### src/rtl/sdram_arbiter.sv
// Serialises refresh, video and CPU commands onto a single SDRAM controller.
// Owns the refresh schedule; priority refresh > video > CPU with a CPU starvation guard.
module sdram_arbiter #(
   parameter int REFRESH_CYCLES = 720,
   parameter int MAX_VID_RUN    = 4,
   parameter int ADDR_W         = 23
) (
   input  logic              I_clk,
   input  logic              I_rst_n,
   input  logic              I_cpu_req,
   input  logic [3:0]        I_cpu_we,
   input  logic [ADDR_W-1:0] I_cpu_address,
   input  logic [31:0]       I_cpu_data,
   output logic              O_cpu_grant,
   output logic              O_cpu_ready,
   output logic [31:0]       O_cpu_data,
   input  logic              I_vid_req,
   input  logic [ADDR_W-1:0] I_vid_address,
   output logic              O_vid_grant,
   output logic              O_vid_ready,
   output logic [31:0]       O_vid_data,
   output logic              O_cmd_read,
   output logic              O_cmd_write,
   output logic              O_cmd_refresh,
   output logic [ADDR_W-1:0] O_address,
   output logic [31:0]       O_data_in,
   input  logic [31:0]       I_data_out,
   input  logic              I_data_ready,
   input  logic              I_busy,
   output logic [1:0]        O_dbg_state
);

   localparam int TMR_W = $clog2(REFRESH_CYCLES);
   localparam int RUN_W = $clog2(MAX_VID_RUN + 1);

   typedef enum logic [1:0] {ST_IDLE, ST_GUARD, ST_ACTIVE} state_t;
   typedef enum logic [1:0] {OWN_REF, OWN_VID, OWN_CPU_RD, OWN_CPU_WR} owner_t;

   state_t              state_q;
   owner_t              owner_q;
   logic [TMR_W-1:0]    timer_q, timer_d;
   logic [1:0]          pending_q, pending_d;
   logic [RUN_W-1:0]    run_q, run_d;
   logic                cmd_read_q, cmd_write_q, cmd_refresh_q;
   logic                cpu_grant_q, vid_grant_q, cpu_ready_q, vid_ready_q;
   logic [ADDR_W-1:0]   address_q;
   logic [31:0]         data_in_q, cpu_data_q, vid_data_q;

   logic wrap, can_issue, sel_ref, sel_vid, issue_ref, issue_vid, issue_cpu;

   // Handshake: a requester holds req (and its address/data) stable until it
   // sees its 1-cycle grant; req is sampled only in IDLE, and the matching
   // ready pulse later marks completion (never for a refresh).
   always_comb begin
      wrap      = (timer_q == TMR_W'(REFRESH_CYCLES - 1));
      timer_d   = wrap ? '0 : timer_q + 1'b1;
      can_issue = (state_q == ST_IDLE) && !I_busy;
      sel_ref   = (pending_q != 2'd0);
      sel_vid   = I_vid_req && ((run_q < RUN_W'(MAX_VID_RUN)) || !I_cpu_req);
      issue_ref = can_issue && sel_ref;
      issue_vid = can_issue && !sel_ref && sel_vid;
      issue_cpu = can_issue && !sel_ref && !sel_vid && I_cpu_req;

      pending_d = pending_q;
      if (wrap && !issue_ref && pending_q != 2'd3)
         pending_d = pending_q + 2'd1;
      else if (!wrap && issue_ref)
         pending_d = pending_q - 2'd1;

      run_d = run_q;
      if (issue_cpu || !I_cpu_req)
         run_d = '0;
      else if (issue_vid && run_q < RUN_W'(MAX_VID_RUN))
         run_d = run_q + 1'b1;
   end

   always_ff @(posedge I_clk or negedge I_rst_n) begin
      if (!I_rst_n) begin
         state_q       <= ST_IDLE;
         owner_q       <= OWN_REF;
         timer_q       <= '0;
         pending_q     <= '0;
         run_q         <= '0;
         cmd_read_q    <= 1'b0;
         cmd_write_q   <= 1'b0;
         cmd_refresh_q <= 1'b0;
         cpu_grant_q   <= 1'b0;
         vid_grant_q   <= 1'b0;
         cpu_ready_q   <= 1'b0;
         vid_ready_q   <= 1'b0;
         address_q     <= '0;
         data_in_q     <= '0;
         cpu_data_q    <= '0;
         vid_data_q    <= '0;
      end else begin
         timer_q       <= timer_d;
         pending_q     <= pending_d;
         run_q         <= run_d;
         cmd_read_q    <= 1'b0;
         cmd_write_q   <= 1'b0;
         cmd_refresh_q <= 1'b0;
         cpu_grant_q   <= 1'b0;
         vid_grant_q   <= 1'b0;
         cpu_ready_q   <= 1'b0;
         vid_ready_q   <= 1'b0;
         case (state_q)
            ST_IDLE: begin
               if (issue_ref) begin
                  cmd_refresh_q <= 1'b1;
                  owner_q       <= OWN_REF;
                  state_q       <= ST_GUARD;
               end else if (issue_vid) begin
                  cmd_read_q  <= 1'b1;
                  vid_grant_q <= 1'b1;
                  owner_q     <= OWN_VID;
                  address_q   <= I_vid_address;
                  state_q     <= ST_GUARD;
               end else if (issue_cpu) begin
                  cpu_grant_q <= 1'b1;
                  address_q   <= I_cpu_address;
                  data_in_q   <= I_cpu_data;
                  state_q     <= ST_GUARD;
                  if (|I_cpu_we) begin
                     cmd_write_q <= 1'b1;
                     owner_q     <= OWN_CPU_WR;
                  end else begin
                     cmd_read_q <= 1'b1;
                     owner_q    <= OWN_CPU_RD;
                  end
               end
            end
            // The controller only raises busy the cycle after a command.
            ST_GUARD: state_q <= ST_ACTIVE;
            ST_ACTIVE: begin
               if (I_data_ready) begin
                  if (owner_q == OWN_VID) begin
                     vid_data_q  <= I_data_out;
                     vid_ready_q <= 1'b1;
                  end else if (owner_q == OWN_CPU_RD) begin
                     cpu_data_q  <= I_data_out;
                     cpu_ready_q <= 1'b1;
                  end
               end
               if (!I_busy) begin
                  if (owner_q == OWN_CPU_WR)
                     cpu_ready_q <= 1'b1;
                  state_q <= ST_IDLE;
               end
            end
            default: state_q <= ST_IDLE;
         endcase
      end
   end

   assign O_cmd_read    = cmd_read_q;
   assign O_cmd_write   = cmd_write_q;
   assign O_cmd_refresh = cmd_refresh_q;
   assign O_cpu_grant   = cpu_grant_q;
   assign O_vid_grant   = vid_grant_q;
   assign O_cpu_ready   = cpu_ready_q;
   assign O_vid_ready   = vid_ready_q;
   assign O_cpu_data    = cpu_data_q;
   assign O_vid_data    = vid_data_q;
   assign O_address     = address_q;
   assign O_data_in     = data_in_q;
   assign O_dbg_state   = state_q;

endmodule
### config.mk
export PLATFORM = sky130hd
export DESIGN_NAME = sdram_arbiter
export DESIGN_NICKNAME = d
export VERILOG_FILES = /design/src/rtl/sdram_arbiter.sv
export SDC_FILE = /design/constraint.sdc
export NUM_CORES = 1
export LEC_CHECK = 0
export BUFFER_PORTS_ARGS = -buffer_cell sky130_fd_sc_hd__buf_4
export CAP_MARGIN = 20
export CORE_MARGIN = 1.5
export CORE_UTILIZATION = 43
export CTS_BUF_LIST = sky130_fd_sc_hd__clkbuf_16
export DETAILED_ROUTE_END_ITERATION = 16
export HOLD_SLACK_MARGIN = 0.15
export PLACE_DENSITY = 0.74
export SETUP_SLACK_MARGIN = 0.15
export SYNTH_ARGS = -nofsm -noshare
export SYNTH_HDL_FRONTEND = slang
export SYNTH_SLANG_ARGS = --single-unit
### constraint.sdc
create_clock -name I_clk -period 2.42 [get_ports I_clk]
set_input_delay 0.121 -clock I_clk [delete_from_list [all_inputs] [get_ports I_clk]]
set_output_delay 0.121 -clock I_clk [all_outputs]
set_load 0.05 [all_outputs]
==> results.py, run 1 <==
metrics = {
    "global_route": {
        "grt.overflow.total": 0,
        "antenna_found_initial": 0,
        "groute.usage.overall": 0.247,
        "grt_pass1_vias": 5305,
        "maximum_number_of_pins_on_one_net_before_global_route_repair": 72,
        "grt_pass1_wl_um": 27000,
    },
    "final_layout": {
        "syn2layout_area_growth_pct": 67.3,
        "layoutNonFillerInstCount": 973,
        "fillCellCount": 801,
        "antenna_cells_inserted": 0,
        "fin_nets": 910,
        "multiInputGateArea_um2": 1940,
        "drive_gt1_frac": 0.447,
        "ff_latch_area_um2": 3630,
    },
    "place": {
        "numPortBuffers": 247,
        "place_ws_ps": 396,
        "routability_congestion": 0.862,
        "place_inst": 823,
        "dp_hpwl_um": 10400,
    },
    "worst_setup_path": {
        "worst-endpoint-arrival_ps": 2440,
        "criticalPathCategory": "input pin to flop",
        "worst_setup_path_end_kind": "flop",
        "worst_ep_required_time_ps": 2710,
        "path_max_fanout": 2,
        "setup.worst_path.start_class": "input pin",
    },
    "sta": {
        "fin_tns_setup_ps": 0,
        "timing.hold.ws_ps": 199,
        "final.setup_skew_ps": 7.69,
        "timing.final.ws_setup_ps": 267,
        "timing.slew.headroom": 0.564,
        "timing_hold_violations_final": 0,
        "final_critical_path_required_period_ps": 2150,
        "tightestPinTransition_ps": 654,
        "drv_slew": 0,
        "timing.final.crit_share": 0.890,
        "achievable-frequency_mhz": 464,
        "setup_viol": 0,
        "setup_repair_after_global_routing_missed_its_margin": "false",
    },
    "floorplan": {
        "boundaryPins": 248,
        "die_y_um": 118,
        "die_width_um": 118,
        "start_util": 0.445,
        "cell_rows": 41,
        "floorplan.die_area_um2": 13900,
        "core_area_um2": 12800,
    },
    "worst_hold_path": {
        "hp-class": "input pin to flop",
    },
    "synthesis": {
        "ys_types": 31,
        "synthCells": 416,
        "synth_top_cells_by_area": "sky130_fd_sc_hd__dfrtp_1 64%, sky130_fd_sc_hd__mux2_2 13%, sky130_fd_sc_hd__mux2_1 5.6%, sky130_fd_sc_hd__o22ai_1 2.6%, sky130_fd_sc_hd__a21oi_1 2.5%",
        "post-synth-top-area-fraction": 0.639,
        "synthDominantAreaCellType": "sky130_fd_sc_hd__dfrtp_1",
        "yosysWarningCount": 0,
        "synth_fp_nets": 538,
        "avgSynthCellArea_um2": 13.7,
        "syn_area_um2": 5680,
        "synth-seq-cells": 145,
        "synth-seq-area-share": 0.639,
    },
    "cts": {
        "clock_sinks": 145,
        "worstSkewPairLatency_ps": 410,
        "clock_transition_at_the_registers_of_the_reported_paths_ps": 50,
        "cts_max_path_buffers": 2,
        "cts.root.buffer_cell": "sky130_fd_sc_hd__clkbuf_16",
        "clock_tree_from_tritoncts": "built",
        "cts-buffers-inserted": 17,
        "cts_htree_levels": 4,
    },
    "power": {
        "maximum_vdd_drop_v": 0.000669,
        "power_density_nw_per_um2": 1400,
        "power.leakage_nw": 4.53,
    },
    "drt": {
        "dr.pass1.iters": 4,
        "ant_nets": 0,
        "detail_route.vias_per_cell": 5.04,
        "wl_per_cell_um": 17.1,
        "total_wire_length_um": 16600,
        "first_iter_violations": 214,
        "post-route-drc-count": 0,
        "detailroute.via_count": 4902,
    },
    "outcome": {
        "result_of_the_run": "finished, final reports clean",
    },
    "run": {
        "drv.max_cap_violation_count": 0,
    },
}
## power breakdown
part           total, W  switching (W)  internal, W
sequential      0.00396       0.000562      0.00340
combinational   0.00676        0.00459      0.00217
clock           0.00255       0.000957      0.00159
total            0.0133        0.00611      0.00716
## per-stage QoR
step | utilization | instance area (um2) | total power (W)
2_1_floorplan | - | 5680 | 0.00829
3_3_place_gp | 0.606 | 7740 | 0.0104
3_5_place_dp | 0.606 | 7740 | 0.0105
4_1_cts | 0.743 | 9500 | 0.0133
5_1_grt | 0.744 | 9500 | 0.0138
6_report | 0.744 | 9500 | 0.0133
## synth_stat cells (all sizes together)
cell type    n
xnor2        2
nand4b       2
nand2       14
buf         10
nor2        36
ha           2
nand2b       3
nand3        7
xor2         5
a21boi       3
inv          3
dfrtp      145
a311oi       1
clkbuf      10
nor2b        2
mux2        96
nand4        2
clkinv       1
o21ai        6
nor4         2
nor3         5
o22ai       24
o31ai        1
a21oi       28
or3          5
or4b         1
## registers in the layout, indices dropped and copies added, names as in the netlist
| register | cells |
|---|---|
| owner_q | 2 |
| O_cmd_read | 1 |
| O_cpu_grant | 1 |
| run_q | 3 |
| timer_q | 10 |
| O_vid_ready | 1 |
| pending_q | 2 |
| O_cmd_refresh | 1 |
| O_cpu_ready | 1 |
| O_cmd_write | 1 |
| O_vid_grant | 1 |
| O_cpu_data | 32 |
| O_vid_data | 32 |
| O_data_in | 32 |
| O_dbg_state | 2 |
| O_address | 23 |
## critical path, cell delays in order
cell                            delay (ps)
sky130_fd_sc_hd__dlygate4sd3_1         540
sky130_fd_sc_hd__buf_4                 130
sky130_fd_sc_hd__nor4_1                380
sky130_fd_sc_hd__dlygate4sd3_1         680
sky130_fd_sc_hd__nor2_1                 60
sky130_fd_sc_hd__dlygate4sd3_1         540
## layer usage
layer	wire length (um)	vias to the layer above	part of all wire	track usage
met5	0	-	0	0
met3	1280	35	0.077	0.0717
met2	8490	243	0.51	0.435
met4	445	0	0.027	0.111
li1	-	2230	-	-
met1	6440	2394	0.39	0.279
## cells in the final DEF (no fill, tap or decap), types with 3 or more instances in the layout
| cell | instances |
|---|---|
| sky130_fd_sc_hd__nand2b_1 | 3 |
| sky130_fd_sc_hd__nand2_1 | 12 |
| sky130_fd_sc_hd__mux2_2 | 68 |
| sky130_fd_sc_hd__or3_1 | 5 |
| sky130_fd_sc_hd__a21boi_0 | 3 |
| sky130_fd_sc_hd__buf_4 | 252 |
| sky130_fd_sc_hd__clkbuf_16 | 17 |
| sky130_fd_sc_hd__bufinv_16 | 3 |
| sky130_fd_sc_hd__mux2_1 | 28 |
| sky130_fd_sc_hd__xor2_1 | 5 |
| sky130_fd_sc_hd__o22ai_1 | 24 |
| sky130_fd_sc_hd__clkinv_1 | 3 |
| sky130_fd_sc_hd__o21ai_0 | 6 |
| sky130_fd_sc_hd__dfrtp_1 | 145 |
| sky130_fd_sc_hd__dlygate4sd3_1 | 118 |
| sky130_fd_sc_hd__nor2_1 | 35 |
| sky130_fd_sc_hd__a21oi_1 | 28 |
| sky130_fd_sc_hd__nand3_1 | 6 |
| sky130_fd_sc_hd__clkinv_2 | 6 |
| sky130_fd_sc_hd__inv_1 | 5 |
| sky130_fd_sc_hd__nor3_1 | 4 |
## logic make-up (layout without fill, tap and decap cells)
| kind of cell | after synthesis | count (layout) | share of synthesized area |
|---|---|---|---|
| and+or+nand+nor | 79 | 79 | 0.0707 |
| adders and majority gates | 2 | 2 | 0.00441 |
| buffers and inverters | 24 | 409 | 0.0216 |
| muxes | 96 | 96 | 0.190 |
| DFF | 145 | 145 | 0.639 |
| xor gates and xnor gates | 7 | 7 | 0.0108 |
| AOI/OAI and AO/OA | 63 | 63 | 0.0632 |
## worst paths after layout
check,from,cells past startpoint,slack [ps],to
setup / recovery,I_cpu_we[2],6,270,O_cmd_write
setup reg to reg,run_q[2],5,330,O_address[0]
max in group asynchronous,I_rst_n,3,1380,O_dbg_state[0]
hold / removal,I_cpu_we[3],3,200,owner_q[0]
min in group asynchronous,I_rst_n,2,280,O_data_in[18]
hold reg to reg,timer_q[0],1,480,timer_q[0]
## cell type report
type,count,share of cell area
flip-flops and latches,145,0.382
well taps,172,0.0226
clock inverters,15,0.0159
clock buffers,17,0.0448
repair buffers,373,0.329
multi-input cells,247,0.204
inverters,4,0.00171
## repair_timing
item / in CTS / in global routing
hold buffers: 118 / 0
gates resized for setup: 0 / 2
endpoints found under the setup margin: 0 / 19
endpoints found under the hold margin: 197 / 0
buffers inserted: 0 / 0
Note: power is estimated with default switching activity, not from simulation.
==> run 2: changes to the inputs <==
Settings changed: CELL_PAD_IN_SITES_DETAIL_PLACEMENT set to 0, CELL_PAD_IN_SITES_GLOBAL_PLACEMENT set to 1, CORE_MARGIN 1.5 to 3, CORE_UTILIZATION 43 to 36, PLACE_DENSITY 0.74 to unset, PLACE_DENSITY_LB_ADDON set to 0.1.
==> results.py, run 2 (synthesis gave the netlist of run 1 again) <==
metrics = {
    "floorplan": {
        "boundaryPins": 248,
        "core_area_um2": 15300,
        "die_y_um": 132,
        "floorplan.die_area_um2": 17300,
        "cell_rows": 45,
        "die_width_um": 132,
        "start_util": 0.371,
    },
    "drt": {
        "total_wire_length_um": 15700,
        "ant_nets": 0,
        "first_iter_violations": 152,
        "wl_per_cell_um": 15.5,
        "post-route-drc-count": 0,
        "dr.pass1.iters": 4,
        "detailroute.via_count": 4688,
        "detail_route.vias_per_cell": 4.64,
    },
    "worst_hold_path": {
        "hp-class": "input pin to flop",
        "timing.hold.worst_path_depth": 3,
    },
    "worst_setup_path": {
        "worst-endpoint-arrival_ps": 2330,
        "criticalPathCategory": "input pin to flop",
        "setup.worst_path.start_class": "input pin",
        "worst_r2r_path_depth": 6,
        "reg2reg_slack_ps": 410,
        "worst_setup_path_end_kind": "flop",
        "path_max_fanout": 34,
        "worst_ep_required_time_ps": 2710,
    },
    "cts": {
        "clock_sinks": 145,
        "cts_htree_levels": 4,
        "worstSkewPairLatency_ps": 400,
        "post_cts.repair.setup_buffers": 0,
        "cts_max_path_buffers": 2,
        "cts-buffers-inserted": 17,
        "clock_tree_from_tritoncts": "built",
        "cts.root.buffer_cell": "sky130_fd_sc_hd__clkbuf_16",
        "clock_transition_at_the_registers_of_the_reported_paths_ps": 50,
    },
    "final_layout": {
        "leading_cell_type_in_the_layout_fill_and_taps_excluded": "sky130_fd_sc_hd__buf_4",
        "fin_nets": 911,
        "most-common-layout-cells": "253 x sky130_fd_sc_hd__buf_4, 145 x sky130_fd_sc_hd__dfrtp_1, 118 x sky130_fd_sc_hd__dlygate4sd3_1",
        "antenna_cells_inserted": 0,
        "layoutNonFillerInstCount": 1010,
        "layout.cell_area.non_filler_um2": 9460,
        "syn2layout_area_growth_pct": 66.6,
        "drive_gt1_frac": 0.443,
        "final_core_util": 0.618,
    },
    "sta": {
        "final_critical_path_required_period_ps": 2040,
        "final.setup_skew_ps": 7.62,
        "setup_repair_after_global_routing_missed_its_margin": "false",
        "timing_hold_violations_final": 0,
        "drv_slew": 0,
        "achievable-frequency_mhz": 490,
        "timing.slew.headroom": 0.596,
        "timing.final.crit_share": 0.844,
        "fin_tns_setup_ps": 0,
        "setup_viol": 0,
        "tightestPinTransition_ps": 601,
    },
    "place": {
        "placedInstanceArea_um2": 7790,
        "routability_congestion": 0.761,
        "place_inst": 863,
        "dp_hpwl_um": 10500,
        "numPortBuffers": 247,
    },
    "power": {
        "report.power.total_w": 0.0128,
        "maximum_vdd_drop_v": 0.000731,
        "power.leakage_nw": 4.50,
        "power_density_nw_per_um2": 1350,
    },
    "global_route": {
        "grt_pass1_vias": 5012,
        "grt.overflow.total": 0,
        "groute.usage.overall": 0.182,
        "antenna_found_initial": 0,
        "grt_pass1_wl_um": 25400,
        "maximum_number_of_pins_on_one_net_before_global_route_repair": 67,
    },
    "run": {
        "drv.max_cap_violation_count": 0,
    },
    "outcome": {
        "result_of_the_run": "finished, final reports clean",
    },
}
[run 2: cell count changes in the layout (fill, tap and decap cells not counted), sizes merged]
cell | before | now
clkinv | 11 | 8
buf | 255 | 256
bufinv | 3 | 0
inv | 5 | 8
[run 2: report_power, final]
part	total [W]	switching (W)	internal [W]
sequential	0.00389	0.000497	0.00340
combinational	0.00670	0.00453	0.00216
clock	0.00216	0.000901	0.00126
total	0.0128	0.00593	0.00682
[run 2: metal layers]
metal | global-route usage | wire, um | vias up
met5 | 0 | 0 | -
met1 | 0.217 | 6410 | 2289
met2 | 0.322 | 8240 | 151
met3 | 0.0410 | 713 | 20
li1 | - | - | 2228
met4 | 0.0653 | 299 | 0
[run 2: worst paths after layout]
| kind | start | end |
|---|---|---|
| max in group asynchronous | I_rst_n | O_data_in[16] |
| min in group asynchronous | I_rst_n | O_data_in[28] |
| min reg2reg | timer_q[0] | timer_q[0] |
| min | I_cpu_we[3] | owner_q[0] |
| max reg2reg | O_dbg_state[0] | O_data_in[2] |
| max | I_busy | O_data_in[2] |
[run 2: critical path: stages]
cell and delay (ps):
sky130_fd_sc_hd__dlygate4sd3_1 560, sky130_fd_sc_hd__buf_4 150, sky130_fd_sc_hd__or3_1 520, sky130_fd_sc_hd__nor3_4 220
sky130_fd_sc_hd__nand3_4 100, sky130_fd_sc_hd__clkinv_2 70, sky130_fd_sc_hd__buf_12 190, sky130_fd_sc_hd__mux2_2 360
[run 2: layout make-up]
cell class	instances	area, um2
Clock inverter	12	60.1
Sequential cell	145	3630
Multi-Input combinational cell	247	1940
Inverter	4	16.3
Tap cell	211	264
Fill cell	1255	5850
Clock buffer	17	425
Timing Repair Buffer	374	3130
[run 2: timing repair]
item / in CTS / in global routing
hold endpoints to repair: 182 / 0
endpoints found under the setup margin: 0 / 18
gates resized for setup: 0 / 1
hold buffers: 118 / 0
[run 2: metrics by stage]
step | worst slack (ps) | hold slack [ps]
2_1_floorplan | 210 | -175
3_3_place_gp | 445 | 118
3_5_place_dp | 402 | 121
4_1_cts | 209 | 170
5_1_grt | 296 | 216
6_report | 378 | 172
